## config.mk

```make
export PLATFORM = sky130hd
export DESIGN_NAME = mc_control_fsm
export DESIGN_NICKNAME = d
export VERILOG_FILES = /design/src/rtl/mc_control_fsm.sv
export SDC_FILE = /design/constraint.sdc
export NUM_CORES = 1
export LEC_CHECK = 0
export ABC_CLOCK_PERIOD_IN_PS = 2240
export CORE_MARGIN = 5
export CORE_UTILIZATION = 40
export DETAILED_ROUTE_END_ITERATION = 12
export PLACE_DENSITY = 0.66
export RECOVER_POWER = 100
export SETUP_SLACK_MARGIN = 0.4
export SYNTH_ARGS = -nofsm -noshare
export SYNTH_HDL_FRONTEND = slang
export SYNTH_SLANG_ARGS = --single-unit
```

## constraint.sdc

```tcl
create_clock -name clk -period 2.24 [get_ports clk]
set_clock_uncertainty 0.1 [all_clocks]
set_input_delay 0.448 -clock clk [delete_from_list [all_inputs] [get_ports clk]]
set_output_delay 0.448 -clock clk [all_outputs]
set_load 0.005 [all_outputs]
```

## src/rtl/mc_control_fsm.sv

```systemverilog
// Multicycle RISC-V control FSM: FETCH/DECODE/EXEC/MEM/WB sequencing with a bounded cache wait.
// Optional MC_CONTROL_PERF_CNT_EN adds retired/stall performance counters.
module mc_control_fsm #(
  parameter int unsigned TIMEOUT = 255,
  parameter int unsigned TMO_W   = 16
) (
  input  logic       clk,
  input  logic       rst,
  input  logic       instr_valid,
  input  logic [6:0] opcode,
  input  logic [2:0] funct3,
  input  logic       op_f7,
  input  logic       zero,
  input  logic       mem_ready,
  output logic       instr_req,
  output logic       mem_read,
  output logic       mem_write,
  output logic       reg_write,
  output logic       pc_write,
  output logic [1:0] result_src,
  output logic [1:0] alu_src_a,
  output logic       alu_src_b,
  output logic [2:0] imm_src,
  output logic [3:0] alu_control,
  output logic [1:0] pc_src,
  output logic [2:0] load_type,
  output logic [1:0] store_type,
  output logic [2:0] state,
  output logic       illegal,
  output logic       timeout
`ifdef MC_CONTROL_PERF_CNT_EN
  ,
  output logic [31:0] retired_cnt,
  output logic [31:0] stall_cnt
`endif
);

  typedef enum logic [2:0] {
    S_FETCH  = 3'b000,
    S_DECODE = 3'b001,
    S_EXEC   = 3'b010,
    S_MEM    = 3'b011,
    S_WB     = 3'b100,
    S_TRAP   = 3'b101
  } state_e;

  localparam logic [6:0] OP_R      = 7'b0110011;
  localparam logic [6:0] OP_I      = 7'b0010011;
  localparam logic [6:0] OP_LOAD   = 7'b0000011;
  localparam logic [6:0] OP_STORE  = 7'b0100011;
  localparam logic [6:0] OP_BRANCH = 7'b1100011;
  localparam logic [6:0] OP_JAL    = 7'b1101111;
  localparam logic [6:0] OP_JALR   = 7'b1100111;
  localparam logic [6:0] OP_LUI    = 7'b0110111;
  localparam logic [6:0] OP_AUIPC  = 7'b0010111;

  localparam logic [3:0] ALU_ADD  = 4'b0000;
  localparam logic [3:0] ALU_SUB  = 4'b0001;
  localparam logic [3:0] ALU_AND  = 4'b0010;
  localparam logic [3:0] ALU_OR   = 4'b0011;
  localparam logic [3:0] ALU_XOR  = 4'b0100;
  localparam logic [3:0] ALU_SLT  = 4'b0101;
  localparam logic [3:0] ALU_SLTU = 4'b0110;
  localparam logic [3:0] ALU_SLL  = 4'b0111;
  localparam logic [3:0] ALU_SRL  = 4'b1000;
  localparam logic [3:0] ALU_SRA  = 4'b1001;

  localparam logic [2:0] LT_LW  = 3'b000;
  localparam logic [2:0] LT_LH  = 3'b001;
  localparam logic [2:0] LT_LB  = 3'b010;
  localparam logic [2:0] LT_LHU = 3'b011;
  localparam logic [2:0] LT_LBU = 3'b100;
  localparam logic [1:0] ST_SW  = 2'b00;
  localparam logic [1:0] ST_SH  = 2'b01;
  localparam logic [1:0] ST_SB  = 2'b10;

  // Last count value at which a missing handshake still leaves us waiting.
  localparam logic [TMO_W-1:0] TMO_LAST = TMO_W'(TIMEOUT - 1);

  state_e           state_q, state_d;
  logic [6:0]       opc_q, opc_d;
  logic [2:0]       f3_q, f3_d;
  logic             f7_q, f7_d;
  logic [TMO_W-1:0] cnt_q, cnt_d;
  logic             illegal_q, illegal_d;
  logic             timeout_q, timeout_d;
  logic             dec_illegal;
  logic             waiting;
  logic             is_load, is_store, is_branch, taken;

  function automatic logic [3:0] alu_dec(input logic [2:0] f3, input logic f7, input logic sub_ok);
    logic [3:0] r;
    r = ALU_ADD;
    case (f3)
      3'b000: r = (sub_ok && f7) ? ALU_SUB : ALU_ADD;
      3'b001: r = ALU_SLL;
      3'b010: r = ALU_SLT;
      3'b011: r = ALU_SLTU;
      3'b100: r = ALU_XOR;
      3'b101: r = f7 ? ALU_SRA : ALU_SRL;
      3'b110: r = ALU_OR;
      default: r = ALU_AND;
    endcase
    return r;
  endfunction

  always_ff @(posedge clk or posedge rst) begin
    if (rst) begin
      state_q   <= S_FETCH;
      opc_q     <= '0;
      f3_q      <= '0;
      f7_q      <= 1'b0;
      cnt_q     <= '0;
      illegal_q <= 1'b0;
      timeout_q <= 1'b0;
    end else begin
      state_q   <= state_d;
      opc_q     <= opc_d;
      f3_q      <= f3_d;
      f7_q      <= f7_d;
      cnt_q     <= cnt_d;
      illegal_q <= illegal_d;
      timeout_q <= timeout_d;
    end
  end

  assign is_load   = (opc_q == OP_LOAD);
  assign is_store  = (opc_q == OP_STORE);
  assign is_branch = (opc_q == OP_BRANCH);
  // BNE/BLT/BLTU take the branch when the compare result is non-zero.
  assign taken = zero ^ ((f3_q == 3'b001) || (f3_q == 3'b100) || (f3_q == 3'b110));

  // Datapath decode from the latched instruction fields.
  always_comb begin
    result_src  = 2'b00;
    alu_src_a   = 2'b00;
    alu_src_b   = 1'b0;
    imm_src     = 3'b000;
    alu_control = ALU_ADD;
    load_type   = LT_LW;
    store_type  = ST_SW;
    dec_illegal = 1'b0;
    case (opc_q)
      OP_R: alu_control = alu_dec(f3_q, f7_q, 1'b1);
      OP_I: begin
        alu_src_b   = 1'b1;
        alu_control = alu_dec(f3_q, f7_q, 1'b0);
      end
      OP_LOAD: begin
        alu_src_b  = 1'b1;
        result_src = 2'b01;
        case (f3_q)
          3'b000:  load_type = LT_LB;
          3'b001:  load_type = LT_LH;
          3'b010:  load_type = LT_LW;
          3'b100:  load_type = LT_LBU;
          3'b101:  load_type = LT_LHU;
          default: dec_illegal = 1'b1;
        endcase
      end
      OP_STORE: begin
        alu_src_b = 1'b1;
        imm_src   = 3'b001;
        case (f3_q)
          3'b000:  store_type = ST_SB;
          3'b001:  store_type = ST_SH;
          3'b010:  store_type = ST_SW;
          default: dec_illegal = 1'b1;
        endcase
      end
      OP_BRANCH: begin
        imm_src = 3'b010;
        case (f3_q)
          3'b000, 3'b001: alu_control = ALU_SUB;
          3'b100, 3'b101: alu_control = ALU_SLT;
          3'b110, 3'b111: alu_control = ALU_SLTU;
          default:        dec_illegal = 1'b1;
        endcase
      end
      OP_JAL: begin
        alu_src_a  = 2'b01;
        alu_src_b  = 1'b1;
        imm_src    = 3'b011;
        result_src = 2'b10;
      end
      OP_JALR: begin
        alu_src_b  = 1'b1;
        result_src = 2'b10;
      end
      OP_LUI: begin
        alu_src_a = 2'b10;
        alu_src_b = 1'b1;
        imm_src   = 3'b100;
      end
      OP_AUIPC: begin
        alu_src_a = 2'b01;
        alu_src_b = 1'b1;
        imm_src   = 3'b100;
      end
      default: dec_illegal = 1'b1;
    endcase
  end

  // Sequencing and state-gated strobes.
  always_comb begin
    state_d   = state_q;
    opc_d     = opc_q;
    f3_d      = f3_q;
    f7_d      = f7_q;
    cnt_d     = '0;
    illegal_d = illegal_q;
    timeout_d = timeout_q;
    waiting   = 1'b0;
    instr_req = 1'b0;
    mem_read  = 1'b0;
    mem_write = 1'b0;
    reg_write = 1'b0;
    pc_write  = 1'b0;
    pc_src    = 2'b00;
    case (state_q)
      S_FETCH: begin
        instr_req = 1'b1;
        if (instr_valid) begin
          opc_d   = opcode;
          f3_d    = funct3;
          f7_d    = op_f7;
          state_d = S_DECODE;
        end else begin
          waiting = 1'b1;
        end
      end
      S_DECODE: begin
        if (dec_illegal) begin
          state_d   = S_TRAP;
          illegal_d = 1'b1;
        end else begin
          state_d = S_EXEC;
        end
      end
      S_EXEC: begin
        if (is_branch) begin
          pc_write = 1'b1;
          pc_src   = taken ? 2'b01 : 2'b00;
          state_d  = S_FETCH;
        end else if (is_load || is_store) begin
          state_d = S_MEM;
        end else begin
          state_d = S_WB;
        end
      end
      S_MEM: begin
        mem_read  = is_load;
        mem_write = is_store;
        if (mem_ready) begin
          if (is_store) begin
            pc_write = 1'b1;
            state_d  = S_FETCH;
          end else begin
            state_d = S_WB;
          end
        end else begin
          waiting = 1'b1;
        end
      end
      S_WB: begin
        reg_write = 1'b1;
        pc_write  = 1'b1;
        if (opc_q == OP_JAL)       pc_src = 2'b10;
        else if (opc_q == OP_JALR) pc_src = 2'b11;
        state_d = S_FETCH;
      end
      S_TRAP: state_d = S_TRAP;
      default: state_d = S_TRAP;
    endcase
    // A handshake on the final count cycle takes the normal path above.
    if (waiting) begin
      if (cnt_q == TMO_LAST) begin
        state_d   = S_TRAP;
        timeout_d = 1'b1;
      end else begin
        cnt_d = cnt_q + 1'b1;
      end
    end
  end

  assign state   = state_q;
  assign illegal = illegal_q;
  assign timeout = timeout_q;

`ifdef MC_CONTROL_PERF_CNT_EN
  logic [31:0] retired_q, stall_q;

  always_ff @(posedge clk or posedge rst) begin
    if (rst) begin
      retired_q <= '0;
      stall_q   <= '0;
    end else begin
      if (pc_write) retired_q <= retired_q + 32'd1;
      if (waiting)  stall_q   <= stall_q + 32'd1;
    end
  end

  assign retired_cnt = retired_q;
  assign stall_cnt   = stall_q;
`endif

endmodule
```

==> results of run 1 <==
[synthesized netlist by cell type (3+ instances only)]
library cell and number:
buf_2 6, o21bai_1 3, nand2_1 21, mux2_2 7, xnor2_1 4, xor2_1 12
a21oi_1 6, nor2_1 29, nor3_1 8, and4_1 3, o22ai_1 3, nand3_1 8
nand4_1 5, nand2b_1 9, and3_1 3, nor4_1 4, buf_4 3, o21ai_0 7
dfrtp_1 32, inv_1 8
[through the flow]
stage | hold WS, ns | worst slack [ns]
2_1_floorplan | 0.359 | 0.357
3_3_place_gp | 0.354 | -0.127
3_5_place_dp | 0.358 | -0.152
4_1_cts | 0.376 | -0.0751
5_1_grt | 0.390 | -0.186
6_report | 0.373 | -0.0955
[timing repair]
action / 4_1_cts / 5_1_grt
pin swaps: 22 / 7
buffers inserted: 26 / 3
hold endpoints to repair: 0 / 0
endpoints found under the setup margin: 28 / 33
gates resized for setup: 148 / 21
[routing by layer]
metal | track usage | part of all wire
met5 | 0 | 0
met1 | 0.236 | 0.40
met3 | 0.0451 | 0.064
met2 | 0.352 | 0.52
met4 | 0.0636 | 0.016
[worst max-delay path by stage]
stage | from | endpoint | slack, ns | cells after the start
after floorplan | opc_q[3] | pc_write | 0.36 | 5
after global placement | opc_q[2] | pc_write | -0.13 | 5
after detailed placement | zero | pc_src[0] | -0.15 | 4
after CTS | opc_q[3] | pc_write | -0.08 | 6
after global routing | opc_q[2] | pc_write | -0.19 | 6
final | opc_q[2] | pc_write | -0.1 | 6
[logic make-up (layout without fill, tap and decap cells)]
logic type	count (synthesis)	in the layout	share of synthesized area
and+or+nand+nor	103	103	0.281
AOI/OAI and AO/OA	32	32	0.117
DFF	32	32	0.412
buffers and inverters	20	123	0.0483
xor gates and xnor gates	16	16	0.0721
muxes	9	9	0.0515
adders and majority gates	3	3	0.0180
[power groups by stage]
| stage | Sequential [W] | Combinational (W) | Clock (W) |
|---|---|---|---|
| global placement | 0.000590 | 0.0000466 | 0 |
| CTS | 0.000579 | 0.0000473 | 0.000562 |
| global route | 0.000579 | 0.0000502 | 0.000589 |
| floorplan | 0.000590 | 0.0000125 | 0 |
| finish | 0.000579 | 0.0000455 | 0.000546 |
| detailed placement | 0.000590 | 0.0000473 | 0 |
[final cells by class]
| type | instances | area [um^2] |
|---|---|---|
| Fill cell | 356 | 1540 |
| Multi-Input combinational cell | 163 | 1260 |
| Timing Repair Buffer | 107 | 893 |
| Sequential cell | 32 | 805 |
| Tap cell | 67 | 83.8 |
| Clock buffer | 6 | 72.6 |
| Clock inverter | 2 | 35.0 |
| Inverter | 8 | 30.0 |
[critical path, cell delays in order (launching register included)]
cell and delay [ns]:
dfrtp_1 0.40, and4bb_4 0.39, buf_6 0.12, nand4b_4 0.13, o22a_1 0.24, o21ai_1 0.11
buf_2 0.12
[flip-flops by register name, indices dropped and copies added (netlist names)]
register,cells
cnt_q,16
f3_q,3
f7_q,1
illegal,1
opc_q,7
state,3
timeout,1
==> metrics.csv, run 1 <==
stage;metric;value;unit
routing;drt total wl;5.93;mm
routing;vias;2027;
placed_design;GPL Wtd Cong;0.783;
final_layout;area grow syn2layout;63.8;%
placed_design;Area after DPL;2680;um^2
min_path;Hold Crit Endpoint;illegal;
worst_setup_path;CP startpoint kind;flop;
routing;Vias per Instance;5.26;
power_and_ir_drop;PwrDens;368;nW/um^2
worst_setup_path;Worst R2R Start;state[2];
final_layout;Final Cell Area;3180;um^2
power_and_ir_drop;Pwr Total;0.00117;W
cts;clk slew on worst S/H paths;0.07;ns
die;row count;25;
synth;Main synth FF type;dfrtp_1;
routing;Final ANT Viol Nets;0;
run_status;failing checks;setup timing;
final_layout;most common cell after layout, fill and taps aside;buf_4;
cts;CTS tree;yes;
final_layout;Final #Nets;335;
synth;ys async rst share;1.00;
timing;Period minus WS final;2.34;ns
placed_design;IO Port Bufs;44;
global_routing;antenna violations before repair;0;
power_and_ir_drop;Lkg Pwr;1.44;nW
die;Chip Width;79.7;um
cts;clock latency on the worst-skew pair;0.28;ns
global_routing;first-pass GRT wire length;9.89;mm
worst_setup_path;CP required;1.69;ns
synth;Synth Instances;215;
synth;cell accounting for the most synthesized area;dfrtp_1;
final_layout;final core utilization;0.674;
worst_setup_path;Arr. time, crit path;1.79;ns
worst_setup_path;FF-to-FF End;opc_q[4];
routing;drt initial violations;112;
die;io pins;45;
synth;Netlist Area Pre-Place;1940;um^2
synth;Post-synth EDFFs;0;
routing;Routed wire per std cell;15.4;um
synth;synthesis-stage register bit count;32;
synth;post-synthesis sequential area ratio;0.412;
placed_design;# placed instances;348;
timing;Hold Vio Cnt, Final;0;
routing;TritonRoute pass-1 iters;4;
timing;Peak Freq;0.428;GHz
worst_setup_path;R2R setup slack;0.11;ns
final_layout;commonest non-fill, non-tap cells in the layout;buf_4 (33), dfrtp_1 (29), buf_6 (26), nor2_1 (24), nand2_1 (20);
cts;hold_buf cts;0;
synth;post-synthesis net count;233;
run_status;status;finished, violations left;
die;total die area;6350;um^2
min_path;hold depth;1;
worst_setup_path;Reg2Reg Depth;5;
power_and_ir_drop;sequential power share;0.495;
final_layout;Cell Count, Final, Fillers Out;385;
placed_design;HPWL Detailed;3.61;mm
die;Initial Util;0.411;
global_routing;total gr overflow;0;
flow_run;max-cap viol count;0;
power_and_ir_drop;P_int;0.000935;W
worst_setup_path;crit path max fanout;5;
power_and_ir_drop;sw power;0.000236;W
timing;endpoints failing setup;10;
die;die height;79.7;um
power_and_ir_drop;Sw Share;0.201;
power_and_ir_drop;worst vdd ir;415;uV
global_routing;largest net degree at the start of global routing;33;
cts;CTS H-Tree Depth;2;
timing;Tcrit/Tclk final;1.04;
min_path;min-delay src;illegal;
global_routing;Total GRT Usage;0.199;
cts;CTS root buf;clkbuf_8;
power_and_ir_drop;Comb pwr share;0.039;
min_path;Hold Crit Class;reg -> reg;
timing;Max Transition Viols Final;0;
routing;# DRC;0;
timing;RSZ-0062 raised after global routing;yes;
cts;clk sink count;32;
synth;Synth cell types;50;
worst_setup_path;crit end category;output port;
timing;Least-Margin Pin Slew;0.794;ns
timing;slew margin rel.;0.471;
final_layout;n_diodes;0;
timing;final worst slack;-0.0955;ns
die;core area;4720;um^2
cts;maximum clock insertion buffer count;2;
global_routing;vias in the first global route;2040;
synth;synthesized area per cell;9.04;um^2
synth;Yosys top cell area share;0.412;
synth;ranking of synthesized cells by area;dfrtp_1 (41%), nor2_1 (5.6%), xor2_1 (5.4%);
worst_setup_path;WS Path Type;reg -> out;
power_and_ir_drop;Clk pwr share;0.466;
cts;TritonCTS Buffers;5;
final_layout;fraction of layout cells with a size suffix above 1;0.412;
synth;Syn. warnings;0;
timing;setup_tns;-0.480;ns
(Power assumes the default switching activity.)
==> run 2: changes to the inputs <==
- SETUP_SLACK_MARGIN: 0.4 -> not set
- TNS_END_PERCENT: not set -> 20
==> run 2 against run 1 <==
  * The flow still finishes with violations (setup timing)
  * Via count decreased by 12%
  * Total power down 11%
  * Clock power is 24% lower
  * Sequential share of layout area grew 2.9 points
  * Hold slack worse by 0.0047 ns
  * Combinational power is 2% lower
  * Setup slack gained 0.043 ns
  * Clock-buffer cell count stayed put
  * Non-clock buffer count is 28 lower
  * Routed wire length down 18%
  * Largest cell class unchanged
==> metrics.csv, run 2 (synthesized netlist as in run 1, its figures left out) <==
stage;metric;value;unit
run_status;status;finished, violations left;
run_status;failing checks;setup timing;
final_layout;area grow syn2layout;47.1;%
power_and_ir_drop;Pwr Total;0.00104;W
final_layout;largest registers;cnt_q: 16 flops, opc_q: 7 flops;
routing;drt initial violations;86;
worst_setup_path;crit end category;output port;
die;io pins;45;
timing;final worst slack;-0.0527;ns
final_layout;Register Area;805;um^2
routing;# DRC;0;
routing;Vias per Instance;5.03;
cts;CTS tree;yes;
cts;TritonCTS Buffers;5;
cts;clock latency on the worst-skew pair;0.28;ns
cts;clk sink count;32;
worst_setup_path;Arr. time, crit path;1.74;ns
worst_setup_path;CP required;1.69;ns
global_routing;total gr overflow;0;
die;row count;25;
power_and_ir_drop;Lkg Pwr;1.30;nW
final_layout;Final #Nets;307;
placed_design;# placed instances;343;
timing;Max Transition Viols Final;0;
cts;CTS root buf;clkbuf_8;
worst_setup_path;crit path max fanout;4;
final_layout;commonest non-fill, non-tap cells in the layout;dfrtp_1 (29), buf_4 (27), nor2_1 (24), nand2_1 (21), clkdlybuf4s50_1 (19);
die;Chip Width;79.7;um
placed_design;IO Port Bufs;44;
worst_setup_path;worst path cell trace;and4bb_4, buf_6, nand2b_4, o31ai_2, nand2_1, o31ai_2, buf_2;
die;total die area;6350;um^2
die;die height;79.7;um
timing;RSZ-0062 raised after global routing;yes;
final_layout;Most flops, register;cnt_q;
placed_design;GPL Wtd Cong;0.870;
timing;Hold Vio Cnt, Final;0;
cts;CTS H-Tree Depth;2;
placed_design;pre-CTS WS;-0.162;ns
timing;Period minus WS final;2.29;ns
final_layout;most common cell after layout, fill and taps aside;dfrtp_1;
cts;clk slew on worst S/H paths;0.06;ns
worst_setup_path;Most Frequent Cell on Critical Path;o31ai_2;
min_path;Hold Crit Class;reg -> reg;
timing;Peak Freq;0.436;GHz
global_routing;largest net degree at the start of global routing;33;
worst_setup_path;CP startpoint kind;flop;
power_and_ir_drop;worst vdd ir;342;uV
global_routing;vias in the first global route;1849;
power_and_ir_drop;PwrDens;364;nW/um^2
worst_setup_path;WS Path Type;reg -> out;
final_layout;Fill cells;411;
timing;Tcrit/Tclk final;1.02;
final_layout;n_diodes;0;
routing;drt total wl;4.89;mm
final_layout;max reg flops;16;
routing;vias;1792;
timing;slew margin rel.;0.465;
placed_design;HPWL Detailed;3.57;mm
global_routing;antenna violations before repair;0;
timing;Least-Margin Pin Slew;0.802;ns
global_routing;Total GRT Usage;0.168;
flow_run;max-cap viol count;0;
worst_setup_path;slowest CP cell;dfrtp_1;
placed_design;Area after DPL;2630;um^2
routing;Routed wire per std cell;13.7;um
global_routing;first-pass GRT wire length;8.41;mm
worst_setup_path;Worst path max stage delay;0.40;ns
routing;TritonRoute pass-1 iters;4;
cts;maximum clock insertion buffer count;2;
final_layout;multi-input logic area;1200;um^2
final_layout;fraction of layout cells with a size suffix above 1;0.311;
timing;setup_tns;-0.0783;ns
die;Initial Util;0.411;
final_layout;Cell Count, Final, Fillers Out;356;
routing;Final ANT Viol Nets;0;
timing;endpoints failing setup;4;
die;core area;4720;um^2
final_layout;Final Cell Area;2860;um^2
[run 2: cell types whose count changed in the layout (fill, tap and decap cells not counted), moves of 5 or more]
cell / change
buf_6: -21
buf_2: -8
buf_4: -6
clkdlybuf4s50_1: +6
clkbuf_1: -5
[run 2: layout make-up]
type / count / share of cell area
timing repair buffer: 79 / 0.231
clock buffer: 6 / 0.0254
clock inverter: 1 / 0.00175
multi-input combinational: 163 / 0.420
sequential: 32 / 0.282
inverter: 8 / 0.0105
tap: 67 / 0.0293
[run 2: what timing repair did]
item | in CTS | in global routing
gates cloned | 0 | 0
setup buffers | 6 | 0
pin swaps | 10 | 9
endpoints found under the setup margin | 22 | 19
resized for setup | 64 | 29
hold buffers | 0 | 0
[run 2: stage by stage]
stage / hold WS [ns] / util
global route: 0.392 / 0.605
floorplan: 0.359 / -
global placement: 0.351 / 0.558
CTS: 0.383 / 0.589
detailed placement: 0.366 / 0.558
finish: 0.368 / 0.605
[run 2: power by group]
group / switching, W / internal [W]
registers: 0.000000363 / 0.000579
clock network: 0.000205 / 0.000211
logic: 0.0000180 / 0.0000265
total: 0.000223 / 0.000816
[run 2: worst max-delay path, delay by kind of cell (launching register included)]
family	cells	cell delay, ns
AO/OA/AOI/OAI	2	0.24
AND/OR/NAND/NOR	3	0.55
flip-flops	1	0.40
buffers and inverters	2	0.27
[run 2: final timing paths]
kind                       startpoint        endpoint  slack, ns  cells past startpoint
max                          opc_q[3]  alu_control[2]      -0.05                      7
min                           illegal         illegal       0.37                      1
max reg2reg                  state[0]        opc_q[0]       0.09                      5
min reg2reg                   illegal         illegal       0.37                      1
max in group asynchronous         rst        opc_q[0]       0.73                      3
min in group asynchronous         rst        opc_q[4]       0.75                      3
[run 2: metal layers]
metal,GRT usage,wire (um)
met5,0,0
met3,0.0395,291
met2,0.301,2500
met1,0.197,2020
met4,0.0533,84
==> run 3: changes to the inputs <==
- CORE_UTILIZATION: 40 -> 35
- PLACE_DENSITY: 0.66 -> not set
- SLEW_MARGIN: not set -> 15
==> run 3 against run 2 <==
  * The flow still finishes with violations (setup timing)
  * Hold slack barely moved
  * Sequential power barely moved
  * Sequential cell count did not move
  * Combinational power barely moved
  * Global-route usage fell by 1.8 points
  * Sequential share of layout area fell by 0.96 points
  * Die area rose by 12%
  * Total power rose by 19%
  * Fmax fell by 0.43%
  * Non-clock buffer count rose by 10
  * Highest routed layer unchanged
==> metrics.csv, run 3 (synthesized netlist as in run 1, its figures left out) <==
stage;metric;value;unit
flow_run;max-cap viol count;0;
timing;setup_tns;-0.0891;ns
die;io pins;45;
final_layout;Most flops, register;cnt_q;
final_layout;Final #Nets;317;
cts;clock latency on the worst-skew pair;0.29;ns
run_status;failing checks;setup timing;
cts;CTS H-Tree Depth;2;
power_and_ir_drop;PwrDens;418;nW/um^2
placed_design;Area after DPL;2670;um^2
cts;CTS tree;yes;
timing;Period minus WS final;2.30;ns
routing;drt total wl;5.06;mm
timing;RSZ-0062 raised after global routing;yes;
routing;TritonRoute pass-1 iters;4;
power_and_ir_drop;Comb pwr share;0.036;
power_and_ir_drop;Lkg Pwr;1.34;nW
min_path;hold depth;1;
final_layout;fraction of layout cells with a size suffix above 1;0.307;
routing;drt initial violations;44;
global_routing;antenna violations before repair;0;
die;die height;84.5;um
routing;Final ANT Viol Nets;0;
worst_setup_path;slowest CP cell;dfrtp_1;
routing;Vias per Instance;4.91;
die;core area;5440;um^2
run_status;status;finished, violations left;
timing;Max Transition Viols Final;0;
cts;clk slew on worst S/H paths;0.07;ns
power_and_ir_drop;sequential power share;0.469;
placed_design;GPL Wtd Cong;0.772;
final_layout;Fill cells;502;
worst_setup_path;Reg2Reg Depth;10;
worst_setup_path;Worst R2R Start;opc_q[2];
die;total die area;7140;um^2
worst_setup_path;WS Path Type;reg -> out;
global_routing;vias in the first global route;1761;
routing;# DRC;0;
die;Initial Util;0.357;
min_path;min-delay src;illegal;
global_routing;total gr overflow;0;
worst_setup_path;CP required;1.69;ns
cts;maximum clock insertion buffer count;2;
power_and_ir_drop;worst vdd ir;354;uV
power_and_ir_drop;sw power;0.000238;W
power_and_ir_drop;P_int;0.000997;W
timing;slew margin rel.;0.470;
worst_setup_path;R2R setup slack;0.16;ns
placed_design;HPWL Detailed;3.67;mm
global_routing;largest net degree at the start of global routing;33;
timing;Hold Vio Cnt, Final;0;
final_layout;commonest non-fill, non-tap cells in the layout;dfrtp_1 (30), nor2_1 (28), buf_4 (27), nand2_1 (21), clkdlybuf4s50_1 (17);
final_layout;most common cell after layout, fill and taps aside;dfrtp_1;
worst_setup_path;worst path cell trace;and4bb_4, nand4b_4, buf_6, o22a_1, o21ai_1, buf_2;
final_layout;final core utilization;0.543;
power_and_ir_drop;Clk pwr share;0.495;
cts;CTS root buf;clkbuf_8;
worst_setup_path;CP startpoint kind;flop;
worst_setup_path;crit end category;output port;
cts;clk sink count;32;
die;row count;27;
timing;worst hold slack;0.368;ns
worst_setup_path;Arr. time, crit path;1.75;ns
timing;Tcrit/Tclk final;1.03;
worst_setup_path;Worst Setup SP;opc_q[3];
placed_design;pre-CTS WS;-0.143;ns
timing;final worst slack;-0.0625;ns
global_routing;Total GRT Usage;0.150;
timing;Least-Margin Pin Slew;0.795;ns
final_layout;Final Cell Area;2950;um^2
final_layout;largest registers;cnt_q: 16 flops, opc_q: 7 flops;
final_layout;max reg flops;16;
die;Chip Width;84.5;um
timing;Peak Freq;0.434;GHz
cts;TritonCTS Buffers;5;
routing;vias;1828;
global_routing;first-pass GRT wire length;8.60;mm
timing;endpoints failing setup;4;
placed_design;IO Port Bufs;44;
min_path;Hold Crit Class;reg -> reg;
routing;Routed wire per std cell;13.6;um
worst_setup_path;crit path max fanout;4;
worst_setup_path;Worst path max stage delay;0.39;ns
final_layout;area grow syn2layout;52.0;%
final_layout;n_diodes;0;
power_and_ir_drop;Sw Share;0.193;
[run 3: cell types whose count changed in the layout (fill, tap and decap cells not counted), sizes merged]
cell,previous run,this run
dlymetal6s2s,0,1
dlygate4sd3,3,5
clkbuf,11,18
bufinv,0,1
buf,42,44
clkdlybuf4s15,3,5
clkinv,1,0
dlygate4sd2,7,6
clkdlybuf4s50,19,17
[run 3: critical path, delay by kind of cell, from the launching register on]
family	cells	cell delay (ns)
flip-flops	1	0.39
buffers and inverters	2	0.27
AND/OR/NAND/NOR	2	0.51
AO/OA/AOI/OAI	2	0.31
[run 3: cell type report]
cell class | count | area (um^2) | share of cell area
Clock buffer | 7 | 96.3 | 0.0326
Multi-Input combinational cell | 163 | 1170 | 0.395
Inverter | 8 | 30.0 | 0.0102
Clock inverter | 1 | 30.0 | 0.0102
Sequential cell | 32 | 803 | 0.272
Tap cell | 72 | 90.1 | 0.0305
Timing Repair Buffer | 89 | 737 | 0.249
[run 3: layer usage]
metal	up-vias	part of all wire	global-route usage
met5	-	0	0
met4	0	0.017	0.0475
met1	859	0.44	0.185
met3	10	0.053	0.0363
met2	42	0.49	0.256
li1	917	-	-
[run 3: path summary, 6_finish.rpt]
check / to
setup / recovery: pc_write
hold / removal: illegal
setup reg to reg: state[0]
hold reg to reg: illegal
max in group asynchronous: opc_q[1]
min in group asynchronous: state[2]
[run 3: timing repair]
action	in CTS	in global routing
pin swaps	10	8
gates resized for setup	79	19
setup buffers	14	2
hold buffers	0	0
endpoints found under the setup margin	22	24
[run 3: metrics by stage]
stage / instances / total power, W
6_report: 372 / 0.00124
4_1_cts: 373 / 0.00126
3_5_place_dp: 352 / 0.000638
2_1_floorplan: 215 / 0.000603
3_3_place_gp: 352 / 0.000637
5_1_grt: 372 / 0.00129
[run 3: power groups by stage]
stage / logic (W) / registers, W / clock network, W
floorplan: 0.0000125 / 0.000590 / 0
global placement: 0.0000475 / 0.000590 / 0
detailed placement: 0.0000478 / 0.000590 / 0
CTS: 0.0000479 / 0.000579 / 0.000631
global route: 0.0000505 / 0.000578 / 0.000661
finish: 0.0000447 / 0.000579 / 0.000612
